### src/rtl/vga_plot_arbiter.sv
// vga_plot_arbiter: round-robin share of the VGA pixel port
// between box-drawing requesters and a full-screen clear.
module vga_plot_arbiter #(
  parameter int NUM_REQ         = 4,
  parameter int BOX_W           = 4,
  parameter int BOX_H           = 4,
  parameter int X_SCREEN_PIXELS = 160,
  parameter int Y_SCREEN_PIXELS = 120
) (
  input  logic                 iClock,
  input  logic                 iReset,
  input  logic [NUM_REQ-1:0]   iReq,
  input  logic [8*NUM_REQ-1:0] iX,
  input  logic [7*NUM_REQ-1:0] iY,
  input  logic [3*NUM_REQ-1:0] iColour,
  input  logic                 iClear,
  output logic [NUM_REQ-1:0]   oGrant,
  output logic                 oDone,
  output logic                 oBusy,
  output logic [7:0]           oX,
  output logic [6:0]           oY,
  output logic [2:0]           oColour,
  output logic                 oPlot
);

  localparam int PW = (NUM_REQ > 1) ? $clog2(NUM_REQ) : 1;

  localparam logic [PW-1:0] REQ_LAST = PW'(NUM_REQ - 1);
  localparam logic [7:0]    BX_LAST  = 8'(BOX_W - 1);
  localparam logic [6:0]    BY_LAST  = 7'(BOX_H - 1);
  localparam logic [7:0]    CX_LAST  = 8'(X_SCREEN_PIXELS - 1);
  localparam logic [6:0]    CY_LAST  = 7'(Y_SCREEN_PIXELS - 1);
  localparam logic [8:0]    X_LIM    = 9'(X_SCREEN_PIXELS);
  localparam logic [7:0]    Y_LIM    = 8'(Y_SCREEN_PIXELS);

  typedef enum logic [1:0] {
    S_IDLE,
    S_BOX,
    S_CLEAR,
    S_DONE
  } state_t;

  state_t               state_q, state_d;
  logic [PW-1:0]        ptr_q, ptr_d;
  logic [PW-1:0]        win_q, win_d;
  logic [NUM_REQ-1:0]   grant_q, grant_d;
  logic                 pend_q, pend_d;
  logic [7:0]           px_q, px_d;
  logic [6:0]           py_q, py_d;
  logic [7:0]           x0_q, x0_d;
  logic [6:0]           y0_q, y0_d;
  logic [2:0]           col_q, col_d;

  logic [NUM_REQ-1:0]   o_grant_q, o_grant_d;
  logic                 o_done_q, o_done_d;
  logic                 o_busy_q, o_busy_d;
  logic [7:0]           o_x_q, o_x_d;
  logic [6:0]           o_y_q, o_y_d;
  logic [2:0]           o_col_q, o_col_d;
  logic                 o_plot_q, o_plot_d;

  logic [8:0]           sx;
  logic [7:0]           sy;
  logic                 found;
  logic [PW-1:0]        win_idx;
  logic [PW-1:0]        cand;

  // Round-robin search starting at the pointer, wrapping.
  always_comb begin
    found   = 1'b0;
    win_idx = '0;
    cand    = '0;
    for (int i = 0; i < NUM_REQ; i++) begin
      cand = PW'((int'(ptr_q) + i) % NUM_REQ);
      if (!found && iReq[cand]) begin
        found   = 1'b1;
        win_idx = cand;
      end
    end
  end

  // Next state, counters and registered pixel outputs.
  always_comb begin
    state_d   = state_q;
    ptr_d     = ptr_q;
    win_d     = win_q;
    grant_d   = grant_q;
    pend_d    = pend_q;
    px_d      = px_q;
    py_d      = py_q;
    x0_d      = x0_q;
    y0_d      = y0_q;
    col_d     = col_q;
    o_x_d     = o_x_q;
    o_y_d     = o_y_q;
    o_col_d   = o_col_q;
    o_plot_d  = 1'b0;
    o_done_d  = 1'b0;
    o_busy_d  = (state_q != S_IDLE);
    o_grant_d = '0;
    sx = {1'b0, x0_q} + {1'b0, px_q};
    sy = {1'b0, y0_q} + {1'b0, py_q};

    unique case (state_q)
      S_IDLE: begin
        if (pend_q || iClear) begin
          state_d = S_CLEAR;
          pend_d  = 1'b0;
          grant_d = '0;
          px_d    = '0;
          py_d    = '0;
        end else if (found) begin
          state_d          = S_BOX;
          win_d            = win_idx;
          grant_d          = '0;
          grant_d[win_idx] = 1'b1;
          x0_d             = iX[8*win_idx +: 8];
          y0_d             = iY[7*win_idx +: 7];
          col_d            = iColour[3*win_idx +: 3];
          px_d             = '0;
          py_d             = '0;
        end
      end
      S_BOX: begin
        if (iClear) pend_d = 1'b1;
        o_grant_d = grant_q;
        o_x_d     = sx[7:0];
        o_y_d     = sy[6:0];
        o_col_d   = col_q;
        o_plot_d  = (sx < X_LIM) && (sy < Y_LIM);
        if (px_q == BX_LAST) begin
          px_d = '0;
          if (py_q == BY_LAST) begin
            py_d    = '0;
            state_d = S_DONE;
          end else begin
            py_d = py_q + 7'd1;
          end
        end else begin
          px_d = px_q + 8'd1;
        end
      end
      S_CLEAR: begin
        if (iClear) pend_d = 1'b1;
        o_x_d    = px_q;
        o_y_d    = py_q;
        o_col_d  = 3'd0;
        o_plot_d = 1'b1;
        if (px_q == CX_LAST) begin
          px_d = '0;
          if (py_q == CY_LAST) begin
            py_d    = '0;
            state_d = S_DONE;
          end else begin
            py_d = py_q + 7'd1;
          end
        end else begin
          px_d = px_q + 8'd1;
        end
      end
      S_DONE: begin
        if (iClear) pend_d = 1'b1;
        o_done_d  = 1'b1;
        o_grant_d = grant_q;
        state_d   = S_IDLE;
        if (grant_q != '0) begin
          ptr_d = (win_q == REQ_LAST) ? '0 : win_q + 1'b1;
        end
      end
      default: state_d = S_IDLE;
    endcase
  end

  // State, datapath and output registers; reset aborts everything.
  always_ff @(posedge iClock) begin
    if (iReset) begin
      state_q   <= S_IDLE;
      ptr_q     <= '0;
      win_q     <= '0;
      grant_q   <= '0;
      pend_q    <= 1'b0;
      px_q      <= '0;
      py_q      <= '0;
      x0_q      <= '0;
      y0_q      <= '0;
      col_q     <= '0;
      o_grant_q <= '0;
      o_done_q  <= 1'b0;
      o_busy_q  <= 1'b0;
      o_x_q     <= '0;
      o_y_q     <= '0;
      o_col_q   <= '0;
      o_plot_q  <= 1'b0;
    end else begin
      state_q   <= state_d;
      ptr_q     <= ptr_d;
      win_q     <= win_d;
      grant_q   <= grant_d;
      pend_q    <= pend_d;
      px_q      <= px_d;
      py_q      <= py_d;
      x0_q      <= x0_d;
      y0_q      <= y0_d;
      col_q     <= col_d;
      o_grant_q <= o_grant_d;
      o_done_q  <= o_done_d;
      o_busy_q  <= o_busy_d;
      o_x_q     <= o_x_d;
      o_y_q     <= o_y_d;
      o_col_q   <= o_col_d;
      o_plot_q  <= o_plot_d;
    end
  end

  assign oGrant  = o_grant_q;
  assign oDone   = o_done_q;
  assign oBusy   = o_busy_q;
  assign oX      = o_x_q;
  assign oY      = o_y_q;
  assign oColour = o_col_q;
  assign oPlot   = o_plot_q;

endmodule
### config.mk
export PLATFORM = sky130hd
export DESIGN_NAME = vga_plot_arbiter
export DESIGN_NICKNAME = d
export VERILOG_FILES = /design/src/rtl/vga_plot_arbiter.sv
export SDC_FILE = /design/constraint.sdc
export NUM_CORES = 1
export LEC_CHECK = 0
export BUFFER_PORTS_ARGS = -buffer_cell sky130_fd_sc_hd__clkbuf_2
export CORE_UTILIZATION = 45
export DETAILED_ROUTE_END_ITERATION = 10
export PLACE_DENSITY = 0.72
export SETUP_SLACK_MARGIN = 0.05
export SYNTH_ARGS = -nofsm -noshare
export SYNTH_HDL_FRONTEND = slang
export SYNTH_SLANG_ARGS = --single-unit
### constraint.sdc
create_clock -name iClock -period 2.2 [get_ports iClock]
set_clock_uncertainty 0.1 [all_clocks]
set_input_delay 0.22 -clock iClock [delete_from_list [all_inputs] [get_ports iClock]]
set_output_delay 0.22 -clock iClock [all_outputs]
set_load 0.02 [all_outputs]
==> impl_metrics.py <==
metrics = {
    "status": {
        "outcome": "complete, no violations",
    },
    "logic_synthesis": {
        "async_flop_share_pct": 0,
        "yosys_warnings": 0,
        "synth-seq-cells": 69,
        "yosysUniqueCellTypes": 52,
        "syn-num-nets": 543,
        "synth_edf_count": 0,
        "yosysSeqAreaShare_pct": 35.1,
        "synth_top_flop_cell": "dfxtp_1",
        "syn_area_per_cell_um2": 8.95,
        "synthCells": 439,
        "syn_area_mm2": 0.00393,
    },
    "place": {
        "dpl.hpwl_mm": 7.87,
        "dp_slack_ns": -0.0538,
        "gp_congestion": 0.829,
        "io_buffers": 103,
        "placed_cells": 646,
    },
    "power": {
        "peakVddDrop_uv": 511,
        "power_frac_seq_pct": 35.0,
        "clkPwrFrac_pct": 19.7,
        "pwr-share-comb_pct": 45.3,
        "switching_power_w": 0.00196,
        "swShare_pct": 41.2,
        "p_int_w": 0.00280,
        "power.density_mw_per_mm2": 956,
        "p_leak_nw": 2.15,
    },
    "detailed_routing": {
        "first_pass_iters": 5,
        "routed_wirelength_mm": 10.5,
        "ant_nets": 0,
        "drc": 0,
        "wl_per_cell_um": 15.8,
        "drtIter0Drc": 245,
        "vias": 3751,
        "viasPerCell": 5.65,
    },
    "finish": {
        "drive_gt1_share_pct": 32.0,
        "final_common_cell": "clkbuf_2",
        "antennaDiodeCount": 0,
        "syn_to_final_growth_pct": 26.8,
        "layout.nets": 658,
        "final_cell_mix": "clkbuf_2 (103), dfxtp_1 (59), nor2_1 (55)",
        "finalNonFillerCells": 664,
    },
    "sta": {
        "period_share_pct": 97.6,
        "fin_ws_ns": 0.0536,
        "slew_headroom_pct": 51.6,
        "period_needed_ns": 2.15,
        "fin_setup_tns_ns": 0,
        "rsz0062_at_grt": "true",
        "setup_violations": 0,
        "final_max_slew_viol_count": 0,
        "worst_pin_slew_ns": 0.716,
        "hold_viol": 0,
        "fmax_mhz": 466,
    },
    "global_routing": {
        "grt_usage_pct": 23.8,
        "first_global_vias": 3491,
        "antenna_found_initial": 0,
        "grt_max_degree": 38,
        "grt_first_pass_wirelength_mm": 16.7,
        "grt_overflow": 0,
    },
    "clocking": {
        "cts_root_buf": "clkbuf_8",
        "cts_tree": "yes",
        "clkSinkCount": 69,
        "ctsLongestPathBuffers": 2,
        "clk_pin_slew_worst_paths_ns": 0.08,
        "clk_latency_ns": 0.35,
        "cts_inserted_buffers": 9,
        "htree_levels": 3,
    },
    "floorplanning": {
        "io-pin-count": 104,
        "die_h_um": 95.5,
        "die_w_um": 95.5,
        "std_cell_rows": 33,
        "core-area_mm2": 0.00834,
        "dieArea_mm2": 0.00911,
        "initial_core_util_pct": 47.1,
    },
    "critical_path": {
        "critical_path.startpoint_type": "flop",
        "worst_path_max_delay_cell": "a311oi_2",
        "worst_ep_arrival_time_ns": 2.28,
        "crit_required_ns": 2.33,
        "cpPeakStageDelay_ns": 0.37,
        "cp_cell_sequence": "buf_6 -> ha_4 -> and4_4 -> a31oi_1 -> or2_1 -> a311oi_2 -> mux2i_1 -> nor2_1",
        "critPathMaxFanout": 5,
        "crit_buf_inv": 1,
        "end_kind": "flop",
        "critPathTopFamily": "simple AND/OR/NAND/NOR gates",
        "crit_type": "flop to flop",
    },
    "worst_hold_path": {
        "hp-class": "input pin to flop",
    },
    "flow_run": {
        "maxCapViolations": 0,
    },
}
[through the flow]
stage | cell area, um2 | power [W] | util (%) | hold slack, ns
after floorplan | 3940 | 0.00305 | - | 0.320
after global placement | 4670 | 0.00368 | 56.0 | 0.355
after detailed placement | 4670 | 0.00374 | 56.0 | 0.361
after CTS | 4880 | 0.00468 | 58.5 | 0.0744
after global routing | 4980 | 0.00507 | 59.7 | 0.0807
final | 4980 | 0.00476 | 59.7 | 0.0817
[per-layer routing]
metal	part of all wire [%]	global-route usage, %	wire [um]
met5	0	0	0
met4	1.8	9.83	189
met3	5.1	3.51	537
met2	48	38.8	5040
met1	45	31.4	4760
[worst register-to-register path, delay by kind of cell, from the launching register on]
kind,cells,cell delay (ns)
adders and majority gates,1,0.15
muxes,1,0.23
and+or+nand+nor,3,0.57
buffers and inverters,1,0.13
DFF,1,0.36
AOI/OAI and AO/OA,2,0.48
[cells by family after synthesis]
| logic type | Yosys count | share of synthesized area [%] |
|---|---|---|
| and+or+nand+nor | 152 | 19.7 |
| AOI/OAI and AO/OA | 93 | 16.9 |
| DFF | 69 | 35.1 |
| muxes | 47 | 12.0 |
| buffers and inverters | 33 | 3.41 |
| adders and majority gates | 25 | 8.34 |
| xor gates and xnor gates | 20 | 4.46 |
[sequential cells by signal (all words and copies together), names as in the netlist]
name and count:
col_q 3, grant_q 4, oBusy 1, oColour 3
oDone 1, oGrant 4, oPlot 1, oX 8
oY 7, pend_q 1, ptr_q 2, px_q 8
py_q 7, state_q 2, win_q 2, x0_q 8
y0_q 7
[layout make-up]
class | instances | area, um2
clock inverter | 7 | 50.0
tap | 105 | 131
fill | 754 | 3360
sequential | 69 | 1400
inverter | 11 | 41.3
multi-input combinational | 337 | 2530
timing repair buffer | 126 | 704
clock buffer | 9 | 124
[cells in the mapped netlist (4+ instances only)]
| master | count | area [um2] |
|---|---|---|
| a311oi_1 | 7 | 61.3 |
| a31oi_1 | 4 | 25.0 |
| o22ai_1 | 4 | 25.0 |
| inv_1 | 11 | 41.3 |
| a21o_1 | 6 | 45.0 |
| o221ai_1 | 18 | 158 |
| and2_1 | 4 | 25.0 |
| nand4_1 | 4 | 25.0 |
| o21ai_0 | 11 | 55.1 |
| nor2_1 | 55 | 206 |
| nand3b_1 | 18 | 135 |
| buf_2 | 8 | 40.0 |
| or3_1 | 4 | 25.0 |
| mux2i_1 | 47 | 470 |
| nand3_1 | 9 | 45.0 |
| ha_1 | 23 | 288 |
| a211oi_1 | 12 | 90.1 |
| nand2_1 | 31 | 116 |
| xor2_1 | 11 | 96.3 |
| clkbuf_1 | 12 | 45.0 |
| a21oi_1 | 17 | 85.1 |
| xnor2_1 | 9 | 78.8 |
| dfxtp_1 | 69 | 1380 |
[what timing repair did]
action / CTS / global route
pin swaps: 10 / 7
hold buffers: 0 / 0
resized for setup: 12 / 25
setup buffers: 1 / 1
endpoints found under the setup margin: 6 / 24
[worst paths after layout]
check,slack [ns],cells past startpoint,endpoint,start
worst min register to register,0.37,2,oColour[2],oColour[2]
worst max-delay path,0.05,8,state_q[1],px_q[0]
worst max register to register,0.05,8,state_q[1],px_q[0]
worst min-delay path,0.08,3,col_q[1],iColour[1]
[power groups by stage]
stage               Clock [W]  Combinational [W]  Sequential [W]
global route          0.00101            0.00236         0.00169
CTS                  0.000948            0.00208         0.00165
finish               0.000938            0.00216         0.00167
detailed placement          0            0.00206         0.00168
global placement            0            0.00201         0.00167
floorplan                   0            0.00126         0.00180
Power figures use the tool's default switching activity.
